--- config.mk ---
export PLATFORM = sky130hd
export DESIGN_NAME = imem_prog_loader_flat
export DESIGN_NICKNAME = d
export VERILOG_FILES = /design/src/rtl/imem_prog_loader_if.sv /design/src/rtl/imem_prog_loader.sv /design/src/flat_wrapper.sv
export SDC_FILE = /design/constraint.sdc
export NUM_CORES = 1
export LEC_CHECK = 0
export CAP_MARGIN = 20
export CORE_MARGIN = 8
export CORE_UTILIZATION = 50
export CTS_CLUSTER_SIZE = 20
export DETAILED_ROUTE_END_ITERATION = 16
export PLACE_DENSITY = 0.74
export SYNTH_ARGS = -nofsm -noshare
export SYNTH_HDL_FRONTEND = slang
export SYNTH_SLANG_ARGS = --single-unit
--- constraint.sdc ---
create_clock -name clk -period 6.2 [get_ports clk]
set_input_delay 0.62 -clock clk [delete_from_list [all_inputs] [get_ports clk]]
set_output_delay 0.62 -clock clk [all_outputs]
set_load 0.03 [all_outputs]
--- src/rtl/imem_prog_loader_if.sv ---
// -----------------------------------------------------------------------------
// imem_prog_loader_if
//   Groups the byte-stream input and the instruction-memory write / core-control
//   outputs of the program loader into one bundle.
//
//   Signals
//     rx_valid    byte source -> loader : rx_data holds a byte
//     rx_data     byte source -> loader : incoming byte
//     rx_ready    loader -> byte source : byte taken when rx_valid & rx_ready
//     imem_we     loader -> imem        : one-cycle write strobe
//     imem_addr   loader -> imem        : word address of write
//     imem_wdata  loader -> imem        : 32-bit instruction word
//     cpu_rst     loader -> core        : 1 = hold core in reset
//     load_done   loader -> system      : frame accepted, checksum good (sticky)
//     err         loader -> system      : last frame had bad length or checksum
//
//   Modports
//     slave  : the loader itself
//     master : the byte source / surrounding system
// -----------------------------------------------------------------------------
interface imem_prog_loader_if #(
    parameter int ADDR_WIDTH = 8
);
    logic                  rx_valid;
    logic [7:0]            rx_data;
    logic                  rx_ready;
    logic                  imem_we;
    logic [ADDR_WIDTH-1:0] imem_addr;
    logic [31:0]           imem_wdata;
    logic                  cpu_rst;
    logic                  load_done;
    logic                  err;

    modport slave (
        input  rx_valid,
        input  rx_data,
        output rx_ready,
        output imem_we,
        output imem_addr,
        output imem_wdata,
        output cpu_rst,
        output load_done,
        output err
    );

    modport master (
        output rx_valid,
        output rx_data,
        input  rx_ready,
        input  imem_we,
        input  imem_addr,
        input  imem_wdata,
        input  cpu_rst,
        input  load_done,
        input  err
    );
endinterface

--- src/rtl/imem_prog_loader.sv ---
// -----------------------------------------------------------------------------
// imem_prog_loader
//   Writer side of the instruction memory. Receives a framed byte stream
//     HEADER, N (words), 4*N data bytes (LSB first per word), CHK (XOR of data)
//   assembles little-endian 32-bit words, writes them to imem from address 0
//   and releases the core from reset only after a frame passes its checksum.
//
//   Ports
//     clk   : system clock, rising edge
//     rst   : synchronous active-high reset
//     link  : imem_prog_loader_if.slave (rx handshake, imem write port,
//             cpu_rst / load_done / err status); all outputs registered
//
//   Parameters
//     ADDR_WIDTH : imem word-address width, frame length N <= 2**ADDR_WIDTH
//     HEADER     : frame start byte
// -----------------------------------------------------------------------------
module imem_prog_loader #(
    parameter int         ADDR_WIDTH = 8,
    parameter logic [7:0] HEADER     = 8'hA5
) (
    input logic                    clk,
    input logic                    rst,
    imem_prog_loader_if.slave      link
);

    // Counter width wide enough to hold both N (8 bits) and 2**ADDR_WIDTH.
    localparam int CW = (ADDR_WIDTH + 1 > 9) ? ADDR_WIDTH + 1 : 9;
    localparam logic [CW-1:0] MAX_WORDS = CW'(1) << ADDR_WIDTH;

    typedef enum logic [2:0] {
        S_IDLE,
        S_LEN,
        S_DATA,
        S_CHK,
        S_DONE,
        S_ERROR
    } state_t;

    state_t                state_q, state_d;
    logic [7:0]            len_q, len_d;
    logic [1:0]            lane_q, lane_d;
    logic [ADDR_WIDTH-1:0] idx_q, idx_d;
    logic [7:0]            xor_q, xor_d;
    logic [23:0]           word_q, word_d;     // lower three bytes of the word in flight

    logic                  rx_ready_q, rx_ready_d;
    logic                  imem_we_q, imem_we_d;
    logic [ADDR_WIDTH-1:0] imem_addr_q, imem_addr_d;
    logic [31:0]           imem_wdata_q, imem_wdata_d;
    logic                  cpu_rst_q, cpu_rst_d;
    logic                  load_done_q, load_done_d;
    logic                  err_q, err_d;

    logic                  accept;
    logic                  len_ok;
    logic                  last_word;

    assign accept    = link.rx_valid & rx_ready_q;
    assign len_ok    = (link.rx_data != 8'h00) && (CW'(link.rx_data) <= MAX_WORDS);
    assign last_word = (CW'(idx_q) + CW'(1)) == CW'(len_q);

    always_comb begin
        state_d      = state_q;
        len_d        = len_q;
        lane_d       = lane_q;
        idx_d        = idx_q;
        xor_d        = xor_q;
        word_d       = word_q;
        imem_we_d    = 1'b0;
        imem_addr_d  = imem_addr_q;
        imem_wdata_d = imem_wdata_q;

        if (accept) begin
            case (state_q)
                S_IDLE: begin
                    if (link.rx_data == HEADER) begin
                        state_d = S_LEN;
                    end
                end
                S_LEN: begin
                    if (len_ok) begin
                        len_d   = link.rx_data;
                        lane_d  = '0;
                        idx_d   = '0;
                        xor_d   = '0;
                        word_d  = '0;
                        state_d = S_DATA;
                    end else begin
                        state_d = S_ERROR;
                    end
                end
                S_DATA: begin
                    xor_d  = xor_q ^ link.rx_data;
                    lane_d = lane_q + 2'd1;
                    case (lane_q)
                        2'd0: word_d[7:0]   = link.rx_data;
                        2'd1: word_d[15:8]  = link.rx_data;
                        2'd2: word_d[23:16] = link.rx_data;
                        default: begin
                            // Top byte completes the word: write it straight out.
                            imem_we_d    = 1'b1;
                            imem_addr_d  = idx_q;
                            imem_wdata_d = {link.rx_data, word_q};
                            idx_d        = idx_q + ADDR_WIDTH'(1);
                            if (last_word) begin
                                state_d = S_CHK;
                            end
                        end
                    endcase
                end
                S_CHK: begin
                    state_d = (link.rx_data == xor_q) ? S_DONE : S_ERROR;
                end
                S_ERROR: begin
                    if (link.rx_data == HEADER) begin
                        state_d = S_LEN;
                    end
                end
                default: begin
                    state_d = state_q;
                end
            endcase
        end

        // Status outputs are registered copies of the next state's status.
        rx_ready_d  = (state_d != S_DONE);
        cpu_rst_d   = (state_d != S_DONE);
        load_done_d = (state_d == S_DONE);
        err_d       = (state_d == S_ERROR);
    end

    always_ff @(posedge clk) begin
        if (rst) begin
            state_q      <= S_IDLE;
            len_q        <= '0;
            lane_q       <= '0;
            idx_q        <= '0;
            xor_q        <= '0;
            word_q       <= '0;
            rx_ready_q   <= 1'b0;
            imem_we_q    <= 1'b0;
            imem_addr_q  <= '0;
            imem_wdata_q <= '0;
            cpu_rst_q    <= 1'b1;
            load_done_q  <= 1'b0;
            err_q        <= 1'b0;
        end else begin
            state_q      <= state_d;
            len_q        <= len_d;
            lane_q       <= lane_d;
            idx_q        <= idx_d;
            xor_q        <= xor_d;
            word_q       <= word_d;
            rx_ready_q   <= rx_ready_d;
            imem_we_q    <= imem_we_d;
            imem_addr_q  <= imem_addr_d;
            imem_wdata_q <= imem_wdata_d;
            cpu_rst_q    <= cpu_rst_d;
            load_done_q  <= load_done_d;
            err_q        <= err_d;
        end
    end

    assign link.rx_ready   = rx_ready_q;
    assign link.imem_we    = imem_we_q;
    assign link.imem_addr  = imem_addr_q;
    assign link.imem_wdata = imem_wdata_q;
    assign link.cpu_rst    = cpu_rst_q;
    assign link.load_done  = load_done_q;
    assign link.err        = err_q;

endmodule
--- src/flat_wrapper.sv ---
// flat-port wrapper written by rule: the top's interface ports become plain ports
module imem_prog_loader_flat 
#(
    parameter int         ADDR_WIDTH = 8,
    parameter logic [7:0] HEADER     = 8'hA5
)
  (clk, rst, link_rx_valid, link_rx_data, link_rx_ready, link_imem_we, link_imem_addr, link_imem_wdata, link_cpu_rst, link_load_done, link_err);
  imem_prog_loader_if #(.ADDR_WIDTH(ADDR_WIDTH)) link_i ();
  input logic clk;
  input logic rst;
  input wire logic [$bits(link_i.rx_valid)-1:0] link_rx_valid;
  input wire logic [$bits(link_i.rx_data)-1:0] link_rx_data;
  output wire logic [$bits(link_i.rx_ready)-1:0] link_rx_ready;
  output wire logic [$bits(link_i.imem_we)-1:0] link_imem_we;
  output wire logic [$bits(link_i.imem_addr)-1:0] link_imem_addr;
  output wire logic [$bits(link_i.imem_wdata)-1:0] link_imem_wdata;
  output wire logic [$bits(link_i.cpu_rst)-1:0] link_cpu_rst;
  output wire logic [$bits(link_i.load_done)-1:0] link_load_done;
  output wire logic [$bits(link_i.err)-1:0] link_err;
  assign link_i.rx_valid = link_rx_valid;
  assign link_i.rx_data = link_rx_data;
  assign link_rx_ready = link_i.rx_ready;
  assign link_imem_we = link_i.imem_we;
  assign link_imem_addr = link_i.imem_addr;
  assign link_imem_wdata = link_i.imem_wdata;
  assign link_cpu_rst = link_i.cpu_rst;
  assign link_load_done = link_i.load_done;
  assign link_err = link_i.err;
  imem_prog_loader #(.ADDR_WIDTH(ADDR_WIDTH), .HEADER(HEADER)) u_core (.clk(clk), .rst(rst), .link(link_i));
endmodule
==> flow_metrics.env, run 1 <==
export IMPL_outcome="completed"
export IMPL_synth_cell_type_count=47
export IMPL_max_freq_mhz=341
export IMPL_avgRoutedWirePerCell_um=15.4
export IMPL_syn2layout_area_growth_pct=18.9
export IMPL_drc=0
export IMPL_nNetsFinal=537
export IMPL_firstDrtPassIters=4
export IMPL_skew_ns=0.00471
export IMPL_ys_flop_type="dfxtp_1"
export IMPL_synth_nets=504
export IMPL_startpoint_type="input pin"
export IMPL_slew_viol_final=0
export IMPL_final_core_util_pct=60.3
export IMPL_min_path_type="flip-flop to flip-flop"
export IMPL_min_period_over_period_pct=47.4
export IMPL_avgSynthCellArea_sq_um=8.41
export IMPL_antenna_found_initial=0
export IMPL_hold_viol=0
export IMPL_setup_tns_ns=0
export IMPL_hold_ws_ns=0.457
export IMPL_final_cell_area_sq_um=4880
export IMPL_overflow=0
export IMPL_hold_buffers=0
export IMPL_p_leak_nw=1.63
export IMPL_rsz0062_at_grt="false"
export IMPL_placed_cell_area_sq_um=4670
export IMPL_yosysSeqAreaShare_pct=47.8
export IMPL_ys_ff_latch=98
export IMPL_gp_congestion=0.831
export IMPL_grt_pass1_vias=3295
export IMPL_die_area_sq_um=11400
export IMPL_portBuffers=55
export IMPL_max_clock_path_buffers=2
export IMPL_clock_root_buffer="clkbuf_8"
export IMPL_yosysWarnings=0
export IMPL_avgViaCountPerCell=5.60
export IMPL_start_util_pct=50.7
export IMPL_post_route_min_period_ns=2.94
export IMPL_drive_above_1_share_pct=4.57
export IMPL_finalNonFillerCells=630
export IMPL_setup_violations=0
export IMPL_finalWirelength_mm=9.72
export IMPL_p_per_area_nw_per_um2=227
export IMPL_synth_edf_count=0
export IMPL_first_iter_violations=174
export IMPL_cp_end_kind="flip-flop"
export IMPL_row_count=33
export IMPL_grtUsageTotal_pct=17.5
export IMPL_cts_resized=0
export IMPL_synthesis_area_sq_um=4100
export IMPL_worstPathArrival_ns=3.25
export IMPL_antenna_left=0
export IMPL_max_cap_violations=0
export IMPL_dp_hpwl_mm=6.72
export IMPL_htreeDepth=3
export IMPL_maxSlewHeadroom_pct=43.4
export IMPL_post_cts_buffers=0
export IMPL_worst_slew_pin_slew_ns=0.847
export IMPL_core_sq_um=8090
export IMPL_cts_sinks=98
export IMPL_grt_first_pass_wirelength_mm=16.4
export IMPL_cts_buffers=9
export IMPL_die_width_um=107
export IMPL_vias=3529
export IMPL_pin_count=56
export IMPL_synthArstFlopShare_pct=0
export IMPL_criticalPathCategory="input pin to flip-flop"
export IMPL_crit_required_ns=6.51
export IMPL_cts_tree="yes"
export IMPL_placedCellCount=615
export IMPL_clk_latency_ns=0.36
export IMPL_fp_dieH_um=107
export IMPL_cts_reportedPaths_clkPinSlew_ns=0.09
export IMPL_path_max_fanout=27
export IMPL_syn_inst=488
export IMPL_grt_max_degree=62
export IMPL_antenna_cells=0
export IMPL_fillerInstances=732
export IMPL_ir_drop_v=0.000130
==> path summary, 6_finish.rpt <==
path / startpoint / end / slack [ns] / cells after the start
setup / recovery: link_rx_valid / u_core.idx_q[7] / 3.26 / 7
hold / removal: u_core.link.imem_wdata[18] / u_core.link.imem_wdata[18] / 0.46 / 2
setup reg to reg: u_core.state_q[0] / u_core.idx_q[7] / 3.58 / 6
hold reg to reg: u_core.link.imem_wdata[18] / u_core.link.imem_wdata[18] / 0.46 / 2
==> metrics by stage <==
step / setup WS [ns] / total power, mW
2_1_floorplan: 3.96 / 0.666
3_3_place_gp: 2.94 / 0.680
3_5_place_dp: 2.87 / 0.681
4_1_cts: 3.25 / 1.12
5_1_grt: 3.05 / 1.15
6_report: 3.26 / 1.11
==> per-layer routing <==
metal	track usage [%]	part of all wire (%)	up-vias	wire length (um)
met1	23.2	47	1688	4580
li1	-	-	1744	-
met4	7.14	1.6	0	160
met5	0	0	-	0
met3	4.32	6.0	12	587
met2	26.8	45	85	4390
==> registers in the layout, indices dropped and copies added, names as in the netlist <==
register / flops
u_core.link.imem_wdata: 32
u_core.xor_q: 8
u_core.link.cpu_rst: 1
u_core.state_q: 3
u_core.link.load_done: 1
u_core.link.imem_we: 1
u_core.idx_q: 8
u_core.link.rx_ready: 1
u_core.link.imem_addr: 8
u_core.word_q: 24
u_core.lane_q: 2
u_core.link.err: 1
u_core.len_q: 8
==> layout by cell type (no fill, tap or decap), types with 3 or more instances in the layout <==
| master | n |
|---|---|
| buf_4 | 4 |
| nor4_1 | 5 |
| o21ai_1 | 9 |
| nand2_1 | 91 |
| nand3_1 | 5 |
| nor3_1 | 7 |
| a21oi_1 | 56 |
| a22o_1 | 3 |
| clkdlybuf4s50_1 | 54 |
| inv_1 | 29 |
| xor2_1 | 12 |
| clkbuf_8 | 9 |
| o32ai_1 | 25 |
| nand3b_1 | 10 |
| xnor2_1 | 6 |
| ha_1 | 5 |
| nor2_1 | 28 |
| mux2i_1 | 10 |
| and3_1 | 7 |
| a31oi_1 | 4 |
| nand2b_1 | 9 |
| dfxtp_1 | 98 |
==> final cells by class <==
cell class,instances,area [sq um],area share (%)
clock buffer,9,124,2.54
tap,105,131,2.69
clock inverter,6,90.1,1.85
inverter,29,109,2.23
sequential,98,1960,40.2
timing repair buffer,59,576,11.8
multi-input combinational,324,1890,38.7
==> synthesized netlist by cell type (all sizes together) (3+ instances only) <==
cell type	count	area share, %
nand3b	10	1.8
inv	29	2.7
nand2b	9	1.4
o32ai	25	5.3
nand3	5	0.61
xor2	12	2.6
nor3	7	0.85
nor4	5	0.76
a22o	3	0.64
ha	5	1.5
dfxtp	98	48
xnor2	6	1.3
mux2i	10	2.4
clkbuf	33	3.0
a31oi	4	0.61
nand2	91	8.3
o21ai	10	1.3
a21oi	56	6.8
nor2	30	2.8
buf	4	0.52
and3	7	1.1
==> cells by family after synthesis <==
kind of cell | synth area share [%]
and+or+nand+nor | 20.5
AOI/OAI and AO/OA | 17.7
adders and majority gates | 1.52
muxes | 2.44
xor gates and xnor gates | 3.84
DFF | 47.8
buffers and inverters | 6.22
==> power breakdown <==
part | total, mW | switching [mW] | internal, mW
combinational | 0.0366 | 0.0252 | 0.0114
sequential | 0.630 | 0.000551 | 0.629
clock | 0.441 | 0.215 | 0.226
total | 1.11 | 0.240 | 0.867
==> worst max-delay path: stages <==
cell and delay (ns):
clkdlybuf4s50_1 0.54, and3b_1 0.33, nand3_1 0.65, buf_4 0.49, nor2_1 0.29, and3_1 0.21
a211o_1 0.09
Note: power is estimated with default switching activity, not from simulation.
==> run 2: changes to the inputs <==
--- a/config.mk
+++ b/config.mk
@@ -7,10 +7,10 @@
 export LEC_CHECK = 0
 export CAP_MARGIN = 20
 export CORE_MARGIN = 8
-export CORE_UTILIZATION = 50
+export CORE_UTILIZATION = 49
 export CTS_CLUSTER_SIZE = 20
 export DETAILED_ROUTE_END_ITERATION = 16
-export PLACE_DENSITY = 0.74
+export PLACE_DENSITY = 0.75
 export SYNTH_ARGS = -nofsm -noshare
 export SYNTH_HDL_FRONTEND = slang
 export SYNTH_SLANG_ARGS = --single-unit
==> constraint.sdc (replaced) <==
create_clock -name clk -period 2.39 [get_ports clk]
set_input_delay 0.239 -clock clk [delete_from_list [all_inputs] [get_ports clk]]
set_output_delay 0.239 -clock clk [all_outputs]
set_load 0.03 [all_outputs]
==> run 2 against run 1 <==
Global-route usage down 0.21 points. Flip-flop and latch count stayed put. Combinational power grew to 3.0 times the previous value. Wire length rose by 1.3%. Setup slack got worse by 3.0 ns. Worst hold slack worse by 0.27 ns. Critical path depth fell by 2. Final area grew 3.1%. Total power grew to 2.6 times the previous value. Critical endpoint is now u_core.link.load_done. Largest power group unchanged.
==> flow_metrics.env, run 2 (synthesis results as in run 1) <==
export IMPL_outcome="completed"
export IMPL_final_cell_area_sq_um=5030
export IMPL_firstDrtPassIters=4
export IMPL_max_clock_path_buffers=2
export IMPL_grt_max_degree=75
export IMPL_slew_viol_final=0
export IMPL_clk_latency_ns=0.38
export IMPL_worst_r2r_cell_count=5
export IMPL_vias=3552
export IMPL_hp_start="rst"
export IMPL_p_leak_nw=1.72
export IMPL_cp_end_kind="flip-flop"
export IMPL_min_path_cells=2
export IMPL_finalWirelength_mm=9.84
export IMPL_portBuffers=55
export IMPL_hold_buffers=0
export IMPL_dp_hpwl_mm=6.93
export IMPL_ir_drop_v=0.000326
export IMPL_pin_count=56
export IMPL_path_max_fanout=7
export IMPL_max_freq_mhz=468
export IMPL_fp_dieH_um=108
export IMPL_overflow=0
export IMPL_cts_sinks=98
export IMPL_drive_above_1_share_pct=7.75
export IMPL_min_path_type="input pin to flip-flop"
export IMPL_post_route_min_period_ns=2.14
export IMPL_post_cts_buffers=0
export IMPL_nNetsFinal=553
export IMPL_antenna_left=0
export IMPL_worstPathArrival_ns=2.41
export IMPL_first_iter_violations=152
export IMPL_worst_slew_pin_slew_ns=0.605
export IMPL_crit_required_ns=2.66
export IMPL_clock_root_buffer="clkbuf_8"
export IMPL_min_period_over_period_pct=89.3
export IMPL_placedCellCount=631
export IMPL_largest_register_ffs=32
export IMPL_die_area_sq_um=11600
export IMPL_syn2layout_area_growth_pct=22.6
export IMPL_setup_tns_ns=0
export IMPL_avgViaCountPerCell=5.49
export IMPL_hold_ws_ns=0.191
export IMPL_gp_congestion=0.832
export IMPL_cp_startpoint="u_core.state_q[1]"
export IMPL_criticalPathCategory="flip-flop to flip-flop"
export IMPL_skew_ns=0.0152
export IMPL_antenna_found_initial=0
export IMPL_cts_reportedPaths_clkPinSlew_ns=0.10
export IMPL_fin_ws_ns=0.255
export IMPL_final_common_cell="dfxtp_1"
export IMPL_htreeDepth=3
export IMPL_row_count=33
export IMPL_grt_first_pass_wirelength_mm=16.2
export IMPL_p_per_area_nw_per_um2=577
export IMPL_hold_viol=0
export IMPL_post_place_ws_ns=0.0255
export IMPL_drc=0
export IMPL_cts_tree="yes"
export IMPL_start_util_pct=50.2
export IMPL_placed_cell_area_sq_um=4810
export IMPL_setup_violations=0
export IMPL_core_sq_um=8180
export IMPL_r2r_start="u_core.state_q[1]"
export IMPL_reg2reg_slack_ns=0.25
export IMPL_grtUsageTotal_pct=17.3
export IMPL_die_width_um=108
export IMPL_finalNonFillerCells=647
export IMPL_reg2reg_to="u_core.link.load_done"
export IMPL_grt_pass1_vias=3367
export IMPL_maxSlewHeadroom_pct=59.5
export IMPL_holdPathEnd="u_core.link.imem_wdata[31]"
export IMPL_antenna_cells=0
export IMPL_max_cap_violations=0
export IMPL_avgRoutedWirePerCell_um=15.2
export IMPL_cts_buffers=9
export IMPL_rsz0062_at_grt="false"
export IMPL_layout_common_cells="97 x dfxtp_1, 91 x nand2_1, 56 x a21oi_1"
export IMPL_startpoint_type="flip-flop"
export IMPL_fillerInstances=728
-- run 2: changes by cell type in the layout (fill, tap and decap cells not counted), sizes merged --
| cell | change |
|---|---|
| clkinvlp | -1 |
| inv | +3 |
| bufinv | -1 |
| buf | +16 |
-- run 2: routing by layer --
| layer | up-vias | track usage (%) | wire, um |
|---|---|---|---|
| li1 | 1775 | - | - |
| met1 | 1656 | 22.8 | 4480 |
| met2 | 106 | 26.4 | 4440 |
| met3 | 15 | 4.91 | 787 |
| met4 | 0 | 6.14 | 143 |
| met5 | - | 0 | 0 |
-- run 2: timing repair --
item,4_1_cts,5_1_grt
endpoints found under the setup margin,0,1
gates resized for setup,0,1
hold endpoints to repair,0,0
-- run 2: final cells by class --
cell class / count / area [sq um] / share of cell area, %
Clock buffer: 9 / 124 / 2.46
Clock inverter: 7 / 92.6 / 1.84
Timing Repair Buffer: 75 / 721 / 14.3
Sequential cell: 98 / 1960 / 39.0
Inverter: 29 / 109 / 2.16
Tap cell: 105 / 131 / 2.61
Multi-Input combinational cell: 324 / 1890 / 37.6
-- run 2: where the power goes --
| part | internal [mW] | switching [mW] |
|---|---|---|
| Sequential | 1.63 | 0.00146 |
| Clock | 0.517 | 0.642 |
| Combinational | 0.0415 | 0.0699 |
-- run 2: metrics by stage --
stage | util [%] | total power, mW
finish | 61.5 | 2.90
global route | 61.5 | 2.99
CTS | 61.5 | 2.92
detailed placement | 58.9 | 1.78
global placement | 58.9 | 1.78
floorplan | - | 1.73
-- run 2: worst max-delay path by stage --
stage / end / slack (ns) / cells past startpoint
CTS: u_core.link.load_done / 0.18 / 6
floorplan: u_core.link.imem_addr[0] / 0.42 / 7
global placement: u_core.lane_q[0] / 0.07 / 7
detailed placement: u_core.word_q[6] / 0.03 / 6
global route: u_core.link.load_done / 0.08 / 5
finish: u_core.link.load_done / 0.25 / 5
-- run 2: worst max-delay path, stage by stage (launching register included) --
cell and delay, ns:
dfxtp_1 0.47, or3b_1 0.39, or3_1 0.40, nor4_1 0.27, nand4b_1 0.24, and4b_1 0.26
